$ cat src/rtl/lc3_ctrl_pkg.sv
// Shared types for the LC-3 control sequencer: control word, state encoding, opcodes, mux selects.
// The IND_PTR state exists only when LC3_IND_EN is defined.
package lc3_ctrl_pkg;

  localparam logic [3:0] OP_BR    = 4'b0000;
  localparam logic [3:0] OP_ADD   = 4'b0001;
  localparam logic [3:0] OP_LD    = 4'b0010;
  localparam logic [3:0] OP_ST    = 4'b0011;
  localparam logic [3:0] OP_JSR   = 4'b0100;
  localparam logic [3:0] OP_AND   = 4'b0101;
  localparam logic [3:0] OP_LDR   = 4'b0110;
  localparam logic [3:0] OP_STR   = 4'b0111;
  localparam logic [3:0] OP_NOT   = 4'b1001;
  localparam logic [3:0] OP_LDI   = 4'b1010;
  localparam logic [3:0] OP_STI   = 4'b1011;
  localparam logic [3:0] OP_JMP   = 4'b1100;
  localparam logic [3:0] OP_PAUSE = 4'b1101;
  localparam logic [3:0] OP_LEA   = 4'b1110;

  localparam logic [1:0] PCMUX_INC    = 2'b00;
  localparam logic [1:0] PCMUX_BUS    = 2'b01;
  localparam logic [1:0] PCMUX_ADDER  = 2'b10;
  localparam logic       ADDR1_PC     = 1'b0;
  localparam logic       ADDR1_SR1    = 1'b1;
  localparam logic [1:0] ADDR2_ZERO   = 2'b00;
  localparam logic [1:0] ADDR2_OFF6   = 2'b01;
  localparam logic [1:0] ADDR2_OFF9   = 2'b10;
  localparam logic [1:0] ADDR2_OFF11  = 2'b11;
  localparam logic       MARMUX_ZEXT  = 1'b0;
  localparam logic       MARMUX_ADDER = 1'b1;
  localparam logic [1:0] DRMUX_IR11   = 2'b00;
  localparam logic [1:0] DRMUX_R7     = 2'b01;
  localparam logic [1:0] SR1MUX_IR11  = 2'b00;
  localparam logic [1:0] SR1MUX_IR8   = 2'b01;
  localparam logic [1:0] ALUK_ADD     = 2'b00;
  localparam logic [1:0] ALUK_AND     = 2'b01;
  localparam logic [1:0] ALUK_NOT     = 2'b10;
  localparam logic [1:0] ALUK_PASSA   = 2'b11;

  typedef struct packed {
    logic       ld_mar;
    logic       ld_mdr;
    logic       ld_ir;
    logic       ld_ben;
    logic       ld_reg;
    logic       ld_cc;
    logic       ld_pc;
    logic       ld_led;
    logic       gate_pc;
    logic       gate_mdr;
    logic       gate_alu;
    logic       gate_marmux;
    logic [1:0] pcmux;
    logic       addr1mux;
    logic [1:0] addr2mux;
    logic       marmux;
    logic [1:0] drmux;
    logic [1:0] sr1mux;
    logic       sr2mux;
    logic [1:0] aluk;
  } ctrl_t;

  typedef enum logic [4:0] {
    ST_HALTED, ST_FETCH, ST_RD, ST_LD_IR, ST_DECODE, ST_ADD, ST_AND, ST_NOT,
    ST_BR, ST_BR_TAKE, ST_JMP, ST_JSR_SAVE, ST_JSR_PC, ST_ADDR, ST_LEA,
    ST_ST_MDR, ST_WR, ST_LD_REG, ST_PAUSE1, ST_PAUSE2
`ifdef LC3_IND_EN
    , ST_IND_PTR
`endif
  } state_t;

  // Register-writing ALU operate: DR=IR[11:9], SR1=IR[8:6], SR2/imm chosen by IR[5].
  function automatic ctrl_t alu_ctrl(logic [1:0] aluk, logic sr2_imm);
    ctrl_t c;
    c          = '0;
    c.gate_alu = 1'b1;
    c.ld_reg   = 1'b1;
    c.ld_cc    = 1'b1;
    c.drmux    = DRMUX_IR11;
    c.sr1mux   = SR1MUX_IR8;
    c.sr2mux   = sr2_imm;
    c.aluk     = aluk;
    return c;
  endfunction

endpackage

$ cat src/rtl/lc3_mem_wait.sv
// Loadable down-counter shared by memory read and write waits; done marks the last wait cycle.
module lc3_mem_wait (
  input  logic       Clk,
  input  logic       Reset,
  input  logic       load,
  input  logic [3:0] load_val,
  output logic [3:0] count,
  output logic       done
);

  logic [3:0] cnt_q, cnt_d;
  logic       busy_q, busy_d;

  always_comb begin
    cnt_d  = cnt_q;
    busy_d = busy_q;
    if (load) begin
      cnt_d  = load_val;
      busy_d = 1'b1;
    end else if (busy_q) begin
      if (cnt_q == 4'd0) busy_d = 1'b0;
      else               cnt_d  = cnt_q - 4'd1;
    end
  end

  always_ff @(posedge Clk) begin
    if (Reset) begin
      cnt_q  <= 4'd0;
      busy_q <= 1'b0;
    end else begin
      cnt_q  <= cnt_d;
      busy_q <= busy_d;
    end
  end

  assign count = cnt_q;
  assign done  = busy_q && (cnt_q == 4'd0);

endmodule

$ cat src/rtl/lc3_ctrl_seq.sv
// LC-3 multicycle control sequencer; outputs are registered alongside the state they belong to.
// Define LC3_IND_EN to enable the LDI/STI indirect path through IND_PTR.
module lc3_ctrl_seq
  import lc3_ctrl_pkg::*;
#(
  parameter int MEM_LAT = 2,
  parameter int WR_LAT  = 2
) (
  input  logic       Clk,
  input  logic       Reset,
  input  logic       Run,
  input  logic       Continue,
  input  logic [3:0] Opcode,
  input  logic       IR_5,
  input  logic       IR_11,
  input  logic       BEN,
  output ctrl_t      Ctrl,
  output logic       Mem_OE,
  output logic       Mem_WE,
  output logic       Halted,
  output logic [4:0] dbg_state
);

  state_t     state_q, state_d, ret_q, ret_d;
  ctrl_t      ctrl_q, ctrl_d;
  logic       oe_q, oe_d, we_q, we_d, halted_q, halted_d;
  logic       wt_load, wt_done;
  logic [3:0] wt_val, wt_count;
  logic       is_store, is_base;

  lc3_mem_wait u_wait (
    .Clk      (Clk),
    .Reset    (Reset),
    .load     (wt_load),
    .load_val (wt_val),
    .count    (wt_count),
    .done     (wt_done)
  );

  assign is_store = (Opcode == OP_ST) || (Opcode == OP_STR);
  assign is_base  = (Opcode == OP_LDR) || (Opcode == OP_STR);

  always_comb begin
    state_d = state_q;
    ret_d   = ret_q;
    case (state_q)
      ST_HALTED: if (Run) state_d = ST_FETCH;
      ST_FETCH: begin
        state_d = ST_RD;
        ret_d   = ST_LD_IR;
      end
      ST_RD:     if (wt_done) state_d = ret_q;
      ST_WR:     if (wt_done) state_d = ST_FETCH;
      ST_LD_IR:  state_d = ST_DECODE;
      ST_DECODE: begin
        case (Opcode)
          OP_ADD:   state_d = ST_ADD;
          OP_AND:   state_d = ST_AND;
          OP_NOT:   state_d = ST_NOT;
          OP_BR:    state_d = ST_BR;
          OP_JMP:   state_d = ST_JMP;
          OP_JSR:   state_d = ST_JSR_SAVE;
          OP_LD, OP_ST, OP_LDR, OP_STR: state_d = ST_ADDR;
          OP_LEA:   state_d = ST_LEA;
          OP_PAUSE: state_d = ST_PAUSE1;
`ifdef LC3_IND_EN
          OP_LDI, OP_STI: state_d = ST_ADDR;
`endif
          default:  state_d = ST_FETCH;
        endcase
      end
      ST_BR:       state_d = BEN ? ST_BR_TAKE : ST_FETCH;
      ST_JSR_SAVE: state_d = ST_JSR_PC;
      ST_ADDR: begin
        if (is_store) begin
          state_d = ST_ST_MDR;
        end else begin
          state_d = ST_RD;
          ret_d   = ST_LD_REG;
        end
`ifdef LC3_IND_EN
        // Indirect ops first fetch the pointer, whichever direction they go.
        if (Opcode == OP_LDI || Opcode == OP_STI) begin
          state_d = ST_RD;
          ret_d   = ST_IND_PTR;
        end
      end
      ST_IND_PTR: begin
        if (Opcode == OP_STI) begin
          state_d = ST_ST_MDR;
        end else begin
          state_d = ST_RD;
          ret_d   = ST_LD_REG;
        end
`endif
      end
      ST_ST_MDR: state_d = ST_WR;
      ST_PAUSE1: if (Continue) state_d = ST_PAUSE2;
      ST_PAUSE2: if (!Continue) state_d = ST_FETCH;
      default:   state_d = ST_FETCH;
    endcase

    wt_load = 1'b0;
    wt_val  = 4'd0;
    if (state_d == ST_RD && state_q != ST_RD) begin
      wt_load = 1'b1;
      wt_val  = 4'(MEM_LAT);
    end else if (state_d == ST_WR && state_q != ST_WR) begin
      wt_load = 1'b1;
      wt_val  = 4'(WR_LAT - 1);
    end
  end

  // Outputs are decoded from the state being entered so they line up with state_q.
  always_comb begin
    ctrl_d   = '0;
    oe_d     = 1'b0;
    we_d     = 1'b0;
    halted_d = 1'b0;
    case (state_d)
      ST_HALTED: halted_d = 1'b1;
      ST_FETCH: begin
        ctrl_d.gate_pc = 1'b1;
        ctrl_d.ld_mar  = 1'b1;
        ctrl_d.ld_pc   = 1'b1;
        ctrl_d.pcmux   = PCMUX_INC;
      end
      ST_RD: begin
        oe_d          = 1'b1;
        ctrl_d.ld_mdr = (state_q == ST_RD) && (wt_count == 4'd1);
      end
      ST_WR: we_d = 1'b1;
      ST_LD_IR: begin
        ctrl_d.gate_mdr = 1'b1;
        ctrl_d.ld_ir    = 1'b1;
      end
      ST_DECODE: ctrl_d.ld_ben = 1'b1;
      ST_ADD:    ctrl_d = alu_ctrl(ALUK_ADD, IR_5);
      ST_AND:    ctrl_d = alu_ctrl(ALUK_AND, IR_5);
      ST_NOT:    ctrl_d = alu_ctrl(ALUK_NOT, IR_5);
      ST_BR_TAKE: begin
        ctrl_d.ld_pc    = 1'b1;
        ctrl_d.pcmux    = PCMUX_ADDER;
        ctrl_d.addr1mux = ADDR1_PC;
        ctrl_d.addr2mux = ADDR2_OFF9;
      end
      ST_JMP: begin
        ctrl_d.ld_pc    = 1'b1;
        ctrl_d.pcmux    = PCMUX_ADDER;
        ctrl_d.addr1mux = ADDR1_SR1;
        ctrl_d.sr1mux   = SR1MUX_IR8;
        ctrl_d.addr2mux = ADDR2_ZERO;
      end
      ST_JSR_SAVE: begin
        ctrl_d.gate_pc = 1'b1;
        ctrl_d.ld_reg  = 1'b1;
        ctrl_d.drmux   = DRMUX_R7;
      end
      ST_JSR_PC: begin
        ctrl_d.ld_pc = 1'b1;
        ctrl_d.pcmux = PCMUX_ADDER;
        if (IR_11) begin
          ctrl_d.addr1mux = ADDR1_PC;
          ctrl_d.addr2mux = ADDR2_OFF11;
        end else begin
          ctrl_d.addr1mux = ADDR1_SR1;
          ctrl_d.sr1mux   = SR1MUX_IR8;
          ctrl_d.addr2mux = ADDR2_ZERO;
        end
      end
      ST_ADDR: begin
        ctrl_d.gate_marmux = 1'b1;
        ctrl_d.ld_mar      = 1'b1;
        ctrl_d.marmux      = MARMUX_ADDER;
        if (is_base) begin
          ctrl_d.addr1mux = ADDR1_SR1;
          ctrl_d.sr1mux   = SR1MUX_IR8;
          ctrl_d.addr2mux = ADDR2_OFF6;
        end else begin
          ctrl_d.addr1mux = ADDR1_PC;
          ctrl_d.addr2mux = ADDR2_OFF9;
        end
      end
`ifdef LC3_IND_EN
      ST_IND_PTR: begin
        ctrl_d.gate_mdr = 1'b1;
        ctrl_d.ld_mar   = 1'b1;
      end
`endif
      ST_LD_REG: begin
        ctrl_d.gate_mdr = 1'b1;
        ctrl_d.ld_reg   = 1'b1;
        ctrl_d.ld_cc    = 1'b1;
        ctrl_d.drmux    = DRMUX_IR11;
      end
      ST_LEA: begin
        ctrl_d.gate_marmux = 1'b1;
        ctrl_d.ld_reg      = 1'b1;
        ctrl_d.marmux      = MARMUX_ADDER;
        ctrl_d.addr1mux    = ADDR1_PC;
        ctrl_d.addr2mux    = ADDR2_OFF9;
        ctrl_d.drmux       = DRMUX_IR11;
      end
      ST_ST_MDR: begin
        ctrl_d.sr1mux   = SR1MUX_IR11;
        ctrl_d.aluk     = ALUK_PASSA;
        ctrl_d.gate_alu = 1'b1;
        ctrl_d.ld_mdr   = 1'b1;
      end
      ST_PAUSE1: ctrl_d.ld_led = (state_q != ST_PAUSE1);
      default: ;
    endcase
  end

  always_ff @(posedge Clk) begin
    if (Reset) begin
      state_q  <= ST_HALTED;
      ret_q    <= ST_HALTED;
      ctrl_q   <= '0;
      oe_q     <= 1'b0;
      we_q     <= 1'b0;
      halted_q <= 1'b1;
    end else begin
      state_q  <= state_d;
      ret_q    <= ret_d;
      ctrl_q   <= ctrl_d;
      oe_q     <= oe_d;
      we_q     <= we_d;
      halted_q <= halted_d;
    end
  end

  assign Ctrl      = ctrl_q;
  assign Mem_OE    = oe_q;
  assign Mem_WE    = we_q;
  assign Halted    = halted_q;
  assign dbg_state = state_q;

endmodule

$ cat config.mk
export PLATFORM = sky130hd
export DESIGN_NAME = lc3_ctrl_seq
export DESIGN_NICKNAME = d
export VERILOG_FILES = /design/src/rtl/lc3_ctrl_pkg.sv /design/src/rtl/lc3_mem_wait.sv /design/src/rtl/lc3_ctrl_seq.sv
export SDC_FILE = /design/constraint.sdc
export NUM_CORES = 1
export LEC_CHECK = 0
export BUFFER_PORTS_ARGS = -buffer_cell sky130_fd_sc_hd__buf_2
export CAP_MARGIN = 30
export CORE_MARGIN = 1
export CORE_UTILIZATION = 25
export DETAILED_ROUTE_END_ITERATION = 8
export HOLD_SLACK_MARGIN = 0.12
export SLEW_MARGIN = 30
export SYNTH_ARGS = -nofsm -noshare
export SYNTH_HDL_FRONTEND = slang
export SYNTH_SLANG_ARGS = --single-unit
$ cat constraint.sdc
create_clock -name Clk -period 4.58 [get_ports Clk]
set_input_delay 0.916 -clock Clk [delete_from_list [all_inputs] [get_ports Clk]]
set_output_delay 0.916 -clock Clk [all_outputs]
set_load 0.02 [all_outputs]
### Yosys cells after proc, flatten, opt, wreduce, memory -nomap -nowiden

Memory sizes are Yosys's and may differ from the RTL's.
Index checks and enable logic that the tools add are counted.

* bits in read-only memories: 80
* logic and storage cells: 137
* output and inout port bits: 33
* memories kept: 1
* input port bits: 11
* bits in registers: 42

* equality and inequality tests: 37
* reductions and logical operators: 27
* multiplexer cells: 43
* bitwise operators: 2
* add/sub/neg operators: 1

Memories
* (no name shown): depth 16, width 5, rd ports 1, clocked after memory_dff 0, wr ports 0, RTL line lc3_ctrl_seq.sv:56 `case (Opcode)`

Operator list (number)
* $pmux 5 s12: 1
* $eq 5x4->1 const B: 11
* $eq 5x5->1 const B: 6
* $mux 5: 6
* $eq 5x3->1 const B: 5
* $mux 1: 22
* $eq 5x2->1 const B: 4
* $mux 4: 5
* $reduce_or 4->1: 4
* $reduce_or 2->1: 7
* $pmux 3 s4: 1
* $eq 5x1->1 const B: 2
* $logic_not 5->1: 2
* $ne 5x5->1 const B: 2
* $pmux 5 s2: 1
* $eq 4x3->1 const B: 2
* $mux 3: 2
* $pmux 2 s3: 1
* $reduce_or 3->1: 2
* $reduce_or 6->1: 1
* $ne 5x2->1 const B: 1
* $eq 4x1->1 const B: 1
* $eq 4x2->1 const B: 1
* $logic_and 1x1->1: 4
* other kinds (11): 16

### Depth between registers and ports, before layout

* depth after elaboration: 10
* mapped depth: 10
* gate-level depth less buffers: 9

### By module

From an unflattened synthesis, not the netlist that was laid out.

* cell total of the unflattened synthesis: 243
* area total of the unflattened synthesis: 2053.2 sq um

By module, submodules not included
* lc3_ctrl_seq: times used 1, area each 1757.9 sq um, seq. area each 640.6 sq um, cells each 211
* lc3_mem_wait: times used 1, area each 295.3 sq um, seq. area each 100.1 sq um, cells each 32

### Worst setup path before layout

Ideal clock, no wire load.

* kind: input to register
* from: input port Opcode[1]
* to: register ctrl_q, in the netlist Ctrl[18]
* cell stages on the path: 10
* path buffers: 3
* arrival: 2.704 ns
* setup time: 0.061 ns
* setup slack: 1.815 ns
* cell sequence: clkbuf_1 > nand3b_1 > nor3_1 > nor3_1 > and3_1 > buf_6 > and2_1 > buf_6 > or4_4 > nand2b_1

* longest elaborated chain between the ends: 7

RTL lines
* start, declared: RTL line lc3_ctrl_seq.sv:13 `input logic [3:0] Opcode,`
* parallel branches: the longest is 3 deep, another holds $mem_v2 16x5
* $pmux 5 s12 (*): RTL line lc3_ctrl_seq.sv:46 `case (state_q)`
* $eq 5x4->1 / $eq 5x1->1 (equally long branches): RTL line lc3_ctrl_seq.sv:120 `case (state_d)`
* $reduce_or 4->1 (no source line) (*)
* $mux 1 (*): RTL line lc3_ctrl_seq.sv:120
* end signal, assigned: RTL line lc3_ctrl_seq.sv:226 `ctrl_q <= ctrl_d;`
* end, declared: RTL line lc3_ctrl_seq.sv:25 `ctrl_t ctrl_q, ctrl_d;`

Mark *: on every way between the ends.
A chain may end at the register's enable or synchronous reset.

### Final worst setup path

* from: register state_q[1] (netlist: dbg_state[1])
* to: register u_wait.busy_q

* longest elaborated chain between the ends: 7

RTL lines
* start, declared: RTL line lc3_ctrl_seq.sv:24 `state_t state_q, state_d, ret_q, ret_d;`
* start signal, assigned: RTL line lc3_ctrl_seq.sv:224 `state_q <= state_d;`
* $eq 5x5->1, or another cell as far along: RTL line lc3_ctrl_seq.sv:46
* $pmux 5 s12: RTL line lc3_ctrl_seq.sv:46
* $eq 5x5->1: RTL line lc3_ctrl_seq.sv:108 `end else if (state_d == ST_WR && state_q != ST_WR) begin`
* $logic_and 1x1->1: RTL line lc3_ctrl_seq.sv:108
* $mux 1: RTL line lc3_ctrl_seq.sv:108
* $mux 1 (*): RTL line lc3_ctrl_seq.sv:105 `if (state_d == ST_RD && state_q != ST_RD) begin`
* $mux 1 (*): RTL line lc3_mem_wait.sv:17 `if (load) begin`
* end signal, assigned: RTL line lc3_mem_wait.sv:32 `busy_q <= busy_d;`
* end, declared: RTL line lc3_mem_wait.sv:12 `logic busy_q, busy_d;`

Every way passes the cells marked *; elsewhere a longest branch is shown, timed or not.

==> results.py <==
metrics = {
    "status": {
        "status": "complete, no violations",
    },
    "worst_setup_path": {
        "rrSetupSlack_ns": 1.72,
        "path_cells": "nand3b_1 > o22ai_1 > a22oi_1 > nand3_1 > or3_1 > a31oi_1",
        "critPathArrivalTime_ns": 3.07,
        "path_class": "reg2reg",
        "critPathTopFamily": "compound AO/OA/AOI/OAI gates",
        "cp_max_fo": 19,
        "critical_path_buf_inv_count": 0,
        "cpPeakStageDelay_ns": 0.82,
        "worstPathRequired_ns": 4.79,
        "end_kind": "flip-flop",
        "startpoint_type": "flip-flop",
        "slowest_stage": "dfxtp_1",
    },
    "logic_synthesis": {
        "synthFlopType": "dfxtp_1",
        "synth-seq-cells": 37,
        "synth.distinct_cells": 60,
        "synth-seq-area-share_pct": 37.4,
        "synth_cells": 234,
        "async_reset_ff_share_pct": 0,
        "yosysWarnings": 0,
        "synth_edf_count": 0,
        "syn-cell-area_um2": 1980,
        "syn_area_per_cell_um2": 8.46,
    },
    "grt": {
        "gr-usage-all-layers_pct": 11.9,
        "antenna_found_initial": 0,
        "grt_busiest_layer": "met2",
        "grtUsageMet2_pct": 20.4,
        "gr-usage-met3_pct": 3.35,
        "grt_max_degree": 27,
        "grt-ovfl-total": 0,
        "grtUsageMet1_pct": 14.8,
        "grt_pass1_vias": 1608,
        "grt_pass1_wl_um": 7850,
    },
    "timing": {
        "fmax_mhz": 349,
        "fin_crit_ns": 2.86,
        "hold_viol_final": 0,
        "worst_pin_slew_ns": 0.888,
        "fin_crit_sh_pct": 62.5,
        "tns_ns": 0,
        "rsz0062_at_grt": "false",
        "max_slew_margin_pct": 40.8,
        "setup_viol": 0,
        "fin_skew_ns": 0.00402,
        "slew_violations": 0,
        "fin_ws_ns": 1.72,
    },
    "floorplan": {
        "ios": 44,
        "chipHeight_um": 91.0,
        "die_area_um2": 8280,
        "core.rowCount": 32,
        "chipWidth_um": 91.0,
        "start_util_pct": 25.8,
        "coreArea_um2": 7690,
    },
    "clock_network": {
        "cts_made_buffers": 5,
        "cts_setup_buffers": 0,
        "cts_root_buf": "clkbuf_8",
        "postCtsHoldBufs": 0,
        "cts_tree": "yes",
        "cts_resized": 0,
        "cts_sinks": 37,
        "htree_levels": 2,
        "clockBufferDepth": 2,
        "path_clk_slew_ns": 0.07,
        "insertion_delay_ns": 0.29,
    },
    "placed_design": {
        "dp_hpwl_um": 3550,
        "post-place-cells": 357,
        "port-buffer-count": 40,
        "dpl_cell_area_um2": 2190,
        "gp_congestion": 0.803,
        "pre_cts_ws_ns": 1.51,
    },
    "route": {
        "remaining_drc_errors": 0,
        "vias_per_cell": 4.72,
        "initialDrtViolationCount": 82,
        "wirelength_um": 4720,
        "dr.pass1.iters": 4,
        "antenna_left": 0,
        "vias": 1723,
        "detail_route.wl_per_cell_um": 12.9,
    },
    "cells_and_area": {
        "syn_to_final_growth_pct": 16.7,
        "nNetsFinal": 276,
        "stdcell_area_um2": 2310,
        "diodes": 0,
        "drive_gt1_share_pct": 23.6,
        "final_cells": 365,
    },
    "run": {
        "drv_cap": 0,
    },
    "power_and_ir_drop": {
        "power_leakage_nw": 0.955,
        "ir_worst_vdd_mv": 0.112,
        "powerDensity_nw_per_um2": 334,
        "total_power_mw": 0.773,
    },
    "hold_path": {
        "hold_class": "reg2reg",
    },
}
[power breakdown]
group	internal [mW]	leakage [nW]	switching, mW
Sequential	0.336	0.300	0.0155
Combinational	0.0475	0.598	0.0812
Clock	0.177	0.0574	0.116
Total	0.560	0.955	0.213
[final timing paths]
kind | startpoint | end | cells past startpoint
max | dbg_state[1] | u_wait.busy_q | 6
min | ret_q[0] | ret_q[0] | 2
max reg2reg | dbg_state[1] | u_wait.busy_q | 6
min reg2reg | ret_q[0] | ret_q[0] | 2
[kinds of logic after synthesis]
logic type / after synthesis / synth area share, %
compound gates: 48 / 18.3
mux: 1 / 0.569
fa+ha+maj: 3 / 1.90
other cells: 1 / 0.189
xor+xnor: 7 / 3.10
buf+inv: 27 / 7.39
flops: 37 / 37.4
simple gates: 110 / 31.1
[layout make-up]
class	instances	area (µm²)
clock buffers	6	82.6
clock inverters	2	37.5
fillers	833	5380
inverters	6	22.5
multi-input cells	172	1100
flip-flops and latches	37	741
well taps	102	128
repair buffers	40	200
[Yosys cell counts, types with 2 or more instances]
cell,number,area (µm²)
o21bai_1,3,22.5
nor2b_1,3,18.8
buf_6,3,33.8
nand3_1,12,60.1
nor3_1,8,40.0
nor2_1,23,86.3
nor3b_1,2,15.0
nand4b_1,2,17.5
buf_2,6,30.0
a31oi_1,4,25.0
a32oi_1,2,17.5
xnor2_1,5,43.8
nand2b_1,11,68.8
o22ai_1,3,18.8
and2_1,4,25.0
ha_1,3,37.5
o21a_1,2,15.0
o21ai_0,7,35.0
nor4_1,5,31.3
xor2_1,2,17.5
inv_1,5,18.8
or3_1,5,31.3
and3_1,5,31.3
nand2_1,15,56.3
dfxtp_1,37,741
a211oi_2,2,25.0
a21oi_1,9,45.0
buf_4,4,30.0
nand4_1,2,12.5
clkbuf_1,7,26.3
o21ai_2,2,17.5
nand3b_1,3,22.5
[worst reg2reg max path: stages (launching register included)]
cell	delay, ns
dfxtp_1	0.82
nand3b_1	0.23
o22ai_1	0.08
a22oi_1	0.73
nand3_1	0.31
or3_1	0.43
a31oi_1	0.18
[through the flow]
stage               utilization, %  hold WS (ns)
finish                        30.1         0.457
global route                  30.1         0.486
CTS                           30.1         0.462
detailed placement            28.5         0.450
global placement              28.5         0.441
floorplan                        -         0.426
[routing by layer]
metal	up-vias	share of wire [%]
met5	-	0
met4	0	0.81
met3	6	4.5
met2	30	48
met1	809	46
li1	878	-
[placed cells by master, fill, tap and decap left out, types with 2 or more instances in the layout]
cell type / n
nand4b_1: 2
buf_2: 40
xor2_1: 2
ha_1: 3
o21ai_2: 2
nor3_1: 8
or3_1: 5
a31oi_1: 4
and2_1: 4
xnor2_1: 5
nand2_1: 15
nor3b_1: 2
nand3_1: 12
a211oi_2: 2
o21ai_0: 7
nand3b_1: 3
clkbuf_8: 6
a32oi_1: 2
inv_1: 5
o21bai_1: 3
nor2b_1: 3
o21a_1: 2
nor4_1: 5
conb_1: 3
o22ai_1: 3
a21oi_1: 9
nand4_1: 2
nor2_1: 23
nand2b_1: 11
and3_1: 5
dfxtp_1: 37
[registers in the layout, summed over array words and instances, names as in the netlist]
register       count
Ctrl              21
dbg_state          5
Halted             1
ret_q              3
u_wait.count       4
Mem_OE             1
u_wait.busy_q      1
Mem_WE             1
(Power assumes the default switching activity.)
